File: config.mk
export PLATFORM = sky130hd
export DESIGN_NAME = reg_file_sb
export DESIGN_NICKNAME = d
export VERILOG_FILES = /design/src/rtl/reg_file_sb.sv
export SDC_FILE = /design/constraint.sdc
export NUM_CORES = 1
export LEC_CHECK = 0
export BUFFER_PORTS_ARGS = -buffer_cell sky130_fd_sc_hd__buf_2
export CAP_MARGIN = 10
export CELL_PAD_IN_SITES_DETAIL_PLACEMENT = 0
export CELL_PAD_IN_SITES_GLOBAL_PLACEMENT = 2
export CORE_MARGIN = 2
export CORE_UTILIZATION = 48
export DETAILED_ROUTE_END_ITERATION = 10
export GPL_TIMING_DRIVEN = 0
export PLACE_DENSITY_LB_ADDON = 0.1
export SYNTH_ARGS = -nofsm -noshare
export SYNTH_HDL_FRONTEND = slang
export SYNTH_SLANG_ARGS = --single-unit
File: constraint.sdc
create_clock -name clk -period 4.16 [get_ports clk]
set_clock_uncertainty 0.1 [all_clocks]
set_input_delay 0.624 -clock clk [delete_from_list [all_inputs] [get_ports clk]]
set_output_delay 0.624 -clock clk [all_outputs]
set_load 0.03 [all_outputs]
File: src/rtl/reg_file_sb.sv
// Parametrised 2R/1W register file with registered, write-bypassed reads, a per-entry
// pending-write scoreboard and a post-reset clear sequencer. Option: REG_FILE_SB_R0_ZERO_EN.
module reg_file_sb #(
   parameter int unsigned DATA_W = 32,
   parameter int unsigned ADDR_W = 4
) (
   input  logic              clk,
   input  logic              rst,
   input  logic [ADDR_W-1:0] rn_addr,
   input  logic [ADDR_W-1:0] rm_addr,
   output logic [DATA_W-1:0] rn_data,
   output logic [DATA_W-1:0] rm_data,
   output logic              rn_pend,
   output logic              rm_pend,
   input  logic [ADDR_W-1:0] rd_addr,
   input  logic [DATA_W-1:0] rd_data,
   input  logic              w_en,
   input  logic              lock_en,
   input  logic [ADDR_W-1:0] lock_addr,
   output logic              init_busy
);

   localparam int unsigned DEPTH = 2 ** ADDR_W;

   localparam logic CLEAR = 1'b0;
   localparam logic RUN   = 1'b1;

`ifdef REG_FILE_SB_R0_ZERO_EN
   localparam bit R0_ZERO = 1'b1;
`else
   localparam bit R0_ZERO = 1'b0;
`endif

   logic              state_q;
   logic [ADDR_W-1:0] ptr_q;
   logic [DATA_W-1:0] mem [DEPTH];
   logic [DEPTH-1:0]  pend_q, pend_d;

   logic              run;
   logic              wr_ok, lk_ok;
   logic              rn_zero, rm_zero;
   logic [DATA_W-1:0] rn_data_d, rm_data_d;
   logic              rn_pend_d, rm_pend_d;

   assign run       = (state_q == RUN);
   assign init_busy = ~run;

   // Entry 0 may be hardwired: its writes/locks vanish and its reads are forced to zero.
   assign rn_zero = R0_ZERO && (rn_addr == '0);
   assign rm_zero = R0_ZERO && (rm_addr == '0);
   assign wr_ok   = run && w_en && !(R0_ZERO && (rd_addr == '0));
   assign lk_ok   = run && lock_en && !(R0_ZERO && (lock_addr == '0));

   // Lock is applied after the write-clear so it wins on an address collision.
   always_comb begin
      pend_d = pend_q;
      if (wr_ok) pend_d[rd_addr] = 1'b0;
      if (lk_ok) pend_d[lock_addr] = 1'b1;
   end

   always_comb begin
      rn_data_d = mem[rn_addr];
      rm_data_d = mem[rm_addr];
      if (wr_ok && (rd_addr == rn_addr)) rn_data_d = rd_data;
      if (wr_ok && (rd_addr == rm_addr)) rm_data_d = rd_data;
      if (rn_zero) rn_data_d = '0;
      if (rm_zero) rm_data_d = '0;
      rn_pend_d = run && !rn_zero && pend_d[rn_addr];
      rm_pend_d = run && !rm_zero && pend_d[rm_addr];
   end

   always_ff @(posedge clk) begin
      if (rst) begin
         state_q <= CLEAR;
         ptr_q   <= '0;
         pend_q  <= '0;
         rn_data <= '0;
         rm_data <= '0;
         rn_pend <= 1'b0;
         rm_pend <= 1'b0;
      end else begin
         if (state_q == CLEAR) begin
            ptr_q <= ptr_q + ADDR_W'(1);
            if (ptr_q == {ADDR_W{1'b1}}) state_q <= RUN;
         end
         pend_q  <= pend_d;
         rn_data <= rn_data_d;
         rm_data <= rm_data_d;
         rn_pend <= rn_pend_d;
         rm_pend <= rm_pend_d;
      end
   end

   // The array itself is never reset; the clear sequencer zeroes it one entry per cycle.
   always_ff @(posedge clk) begin
      if (!rst) begin
         if (!run) begin
            mem[ptr_q] <= '0;
         end else if (wr_ok) begin
            mem[rd_addr] <= rd_data;
         end
      end
   end

endmodule

==> flow_summary.toml <==
[placed_design]
dpl_cell_area_um2 = 29920
dp_hpwl_um = 52890
place_congestion = 0.7778
port_buffers = 104

[pwr]
clock_power_share_pct = 42.0
seqPwrFrac_pct = 49.7
combPwrFrac_pct = 8.3
static-leakage-power_nw = 9.865
intPower_mw = 10.78
cellPowerDensity_nw_per_um2 = 436.5
swShare_pct = 23.01
switchingPower_mw = 3.222
ir_drop_mv = 0.3472

[logic_synthesis]
synth_top_family_by_area = "multiplexers"
synth_seq_area_share_pct = 63.59
synthSimpleGateAreaFrac_pct = 4.216
synth_flop_cell = "edfxtp_1"
netlist_area_um2 = 27990
synthAdderAreaFrac_pct = 0.04471
synth_top_area_share_pct = 54.94
yosysTopAreaCell = "edfxtp_1"
avgSynthCellArea_um2 = 19.64
muxShareOfSynthArea_pct = 28.44
synth-xor-area-share_pct = 0.3443
ys_warn_count = 0
synth_cell_type_count = 45
ys_ff_latch = 633
synthCells = 1425
netlist_top_cells_count = "512 x edfxtp_1, 320 x mux4_2, 121 x dfxtp_1, 72 x nor2b_1, 65 x mux2_2"
yosysMostFrequentCell = "edfxtp_1"
synth_nets = 1478
async_flop_share_pct = 0
synth_compound_area_share_pct = 1.480
synth_edf_count = 512
synthTopCellsByArea = "edfxtp_1 55%, mux4_2 26%, dfxtp_1 8.7%, mux2_2 2.6%, nor2b_1 1.6%"

[floorplan]
start_util_pct = 48.51
die_w_um = 245.5
row_count = 88
core_area_um2 = 57700
io_pins = 119
fp.dieH_um = 245.5
die_area_um2 = 60250

[critical_path]
worst_ep_arrival_time_ns = 4.03
reg2reg_to = "mem[4][3]"
path_common_cell = "clkbuf_1"
cp-start-kind = "input pin"
cp_top_family = "buffers and inverters"
timing_worst_setup_path_type = "in2reg"
max_stage_delay_ns = 0.87
crit_required_ns = 4.36
worst_r2r_path_depth = 5
crit_slowest_cell = "clkbuf_1"
crit_path_end = "mem[4][29]"
cp_num_cells = 8
cp_num_buf_inv = 4
critPathCaptureType = "register"
path_max_fanout = 17
ff2ff_setup_slack_ns = 0.56
crit_start = "w_en"
path_cells = "clkbuf_1 > inv_1 > nor2_1 > clkbuf_1 > mux2i_1 > nand2_1 > nor2_4 > buf_12"
r2r-start = "run"

[clock_tree]
ctsHoldBuffers = 1
insertion_delay_ns = 0.61
cts-root-buf = "clkbuf_16"
cts.sinks = 633
cts_tree = "yes"
cts_buffers = 70
clk_pin_slew_ns = 0.06
post-cts-setup-buffers = 0
cts-resized-gates = 0
cts_max_path_buffers = 3
htreeDepth = 3

[finish]
area_delta_synth_final_pct = 14.62
layout.nets = 1672
layout-drive-gt1-share_pct = 39.63
final_area_um2 = 32080
fill_cells = 4520
num_antenna_cells = 0

[drt]
met3_length_um = 6223
num_vias = 15720
wl_met2_um = 40570
routed_wl_um = 82320
viasPerCell = 6.447
drc = 0
wire_per_inst_um = 33.77
drtIter0Drc = 1604
met1Wirelength_um = 32910
first_pass_iters = 5
topRoutingLayerUsed = "met4"
antenna_left = 0

[timing]
max_slew_margin_pct = 11.99
whs_ns = 0.01955
period_needed_ns = 3.823
maxSlewViolCount = 0
worst_pin_slew_ns = 1.320
finalHoldViolCount = 0
post-route-period-util_pct = 91.89
setup_viol = 0
rsz0062_at_grt = "false"
fmax_mhz = 261.6

[global_routing]
grt_use_total_pct = 27.90
antenna_found_initial = 0
grt_pass1_wl_um = 116000
grt_pass1_vias = 16290
overflow = 0
grt_max_degree = 20

[run]
cap_violations = 0

[run_status]
status = "completed"

[hold_path]
hold_path_class = "in2reg"
metrics by stage:
step	worst slack (ns)	power (mW)	TNS, ns	std cells	util, %
2_1_floorplan	0.4803	7.834	0	1425	-
3_3_place_gp	-2.769	8.222	-1287.33	2294	51.07
3_5_place_dp	-0.2469	8.251	-27.99	2311	51.86
4_1_cts	0.3838	14.07	0	2438	55.60
5_1_grt	0.2194	14.35	0	2438	55.60
6_report	0.3373	14.00	0	2438	55.60
layout make-up:
class	instances	area (µm²)	share of cell area, %
Multi-Input combinational cell	669	9782	30.49
Inverter	7	26.28	0.08191
Clock inverter	22	156.4	0.4876
Timing Repair Buffer	122	865.8	2.699
Sequential cell	633	17800	55.48
Buffer	116	500.5	1.560
Tap cell	765	957.2	2.984
Clock buffer	104	1992	6.210
worst min path at each step:
stage          cells past startpoint    endpoint  startpoint
5_1_grt                            1    register  rd_data[3]
3_3_place_gp                       2  pend_q[14]  pend_q[14]
4_1_cts                            1    register  rd_data[3]
6_report                           1    register  rd_data[2]
2_1_floorplan                      2   pend_q[1]   pend_q[1]
3_5_place_dp                       2   pend_q[1]   pend_q[1]
kinds of logic after synthesis:
family | after synthesis
DFF | 633
muxes | 387
and+or+nand+nor | 209
buffers and inverters | 123
AOI/OAI and AO/OA | 61
xor gates and xnor gates | 11
adders and majority gates | 1
power by group through the flow:
stage | Clock (mW) | Sequential (mW) | Combinational [mW]
2_1_floorplan | 0 | 7.07 | 0.760
3_3_place_gp | 0 | 7.09 | 1.13
3_5_place_dp | 0 | 7.09 | 1.16
4_1_cts | 5.95 | 6.96 | 1.17
5_1_grt | 6.17 | 6.97 | 1.21
6_report | 5.89 | 6.96 | 1.16
cell usage in the layout, fill, tap and decap left out, types with 7 or more instances in the layout:
master / n
a21oi_1: 14
and3_1: 35
buf_1: 23
buf_12: 16
buf_2: 144
clkbuf_1: 76
clkbuf_16: 72
clkbuf_8: 7
clkinv_2: 9
dfxtp_1: 121
edfxtp_1: 512
mux2_2: 65
mux4_2: 320
nand2_1: 17
nand2b_1: 8
nand3_1: 7
nor2_1: 22
nor2_4: 16
nor2b_1: 72
o21ai_0: 9
o31ai_1: 10
layer usage:
layer | global-route usage, % | vias up
met1 | 37.63 | 8466
met4 | 9.162 | 0
met2 | 45.60 | 714
met3 | 5.959 | 147
met5 | 0 | -
li1 | - | 6390
Note: power is estimated with default switching activity, not from simulation.
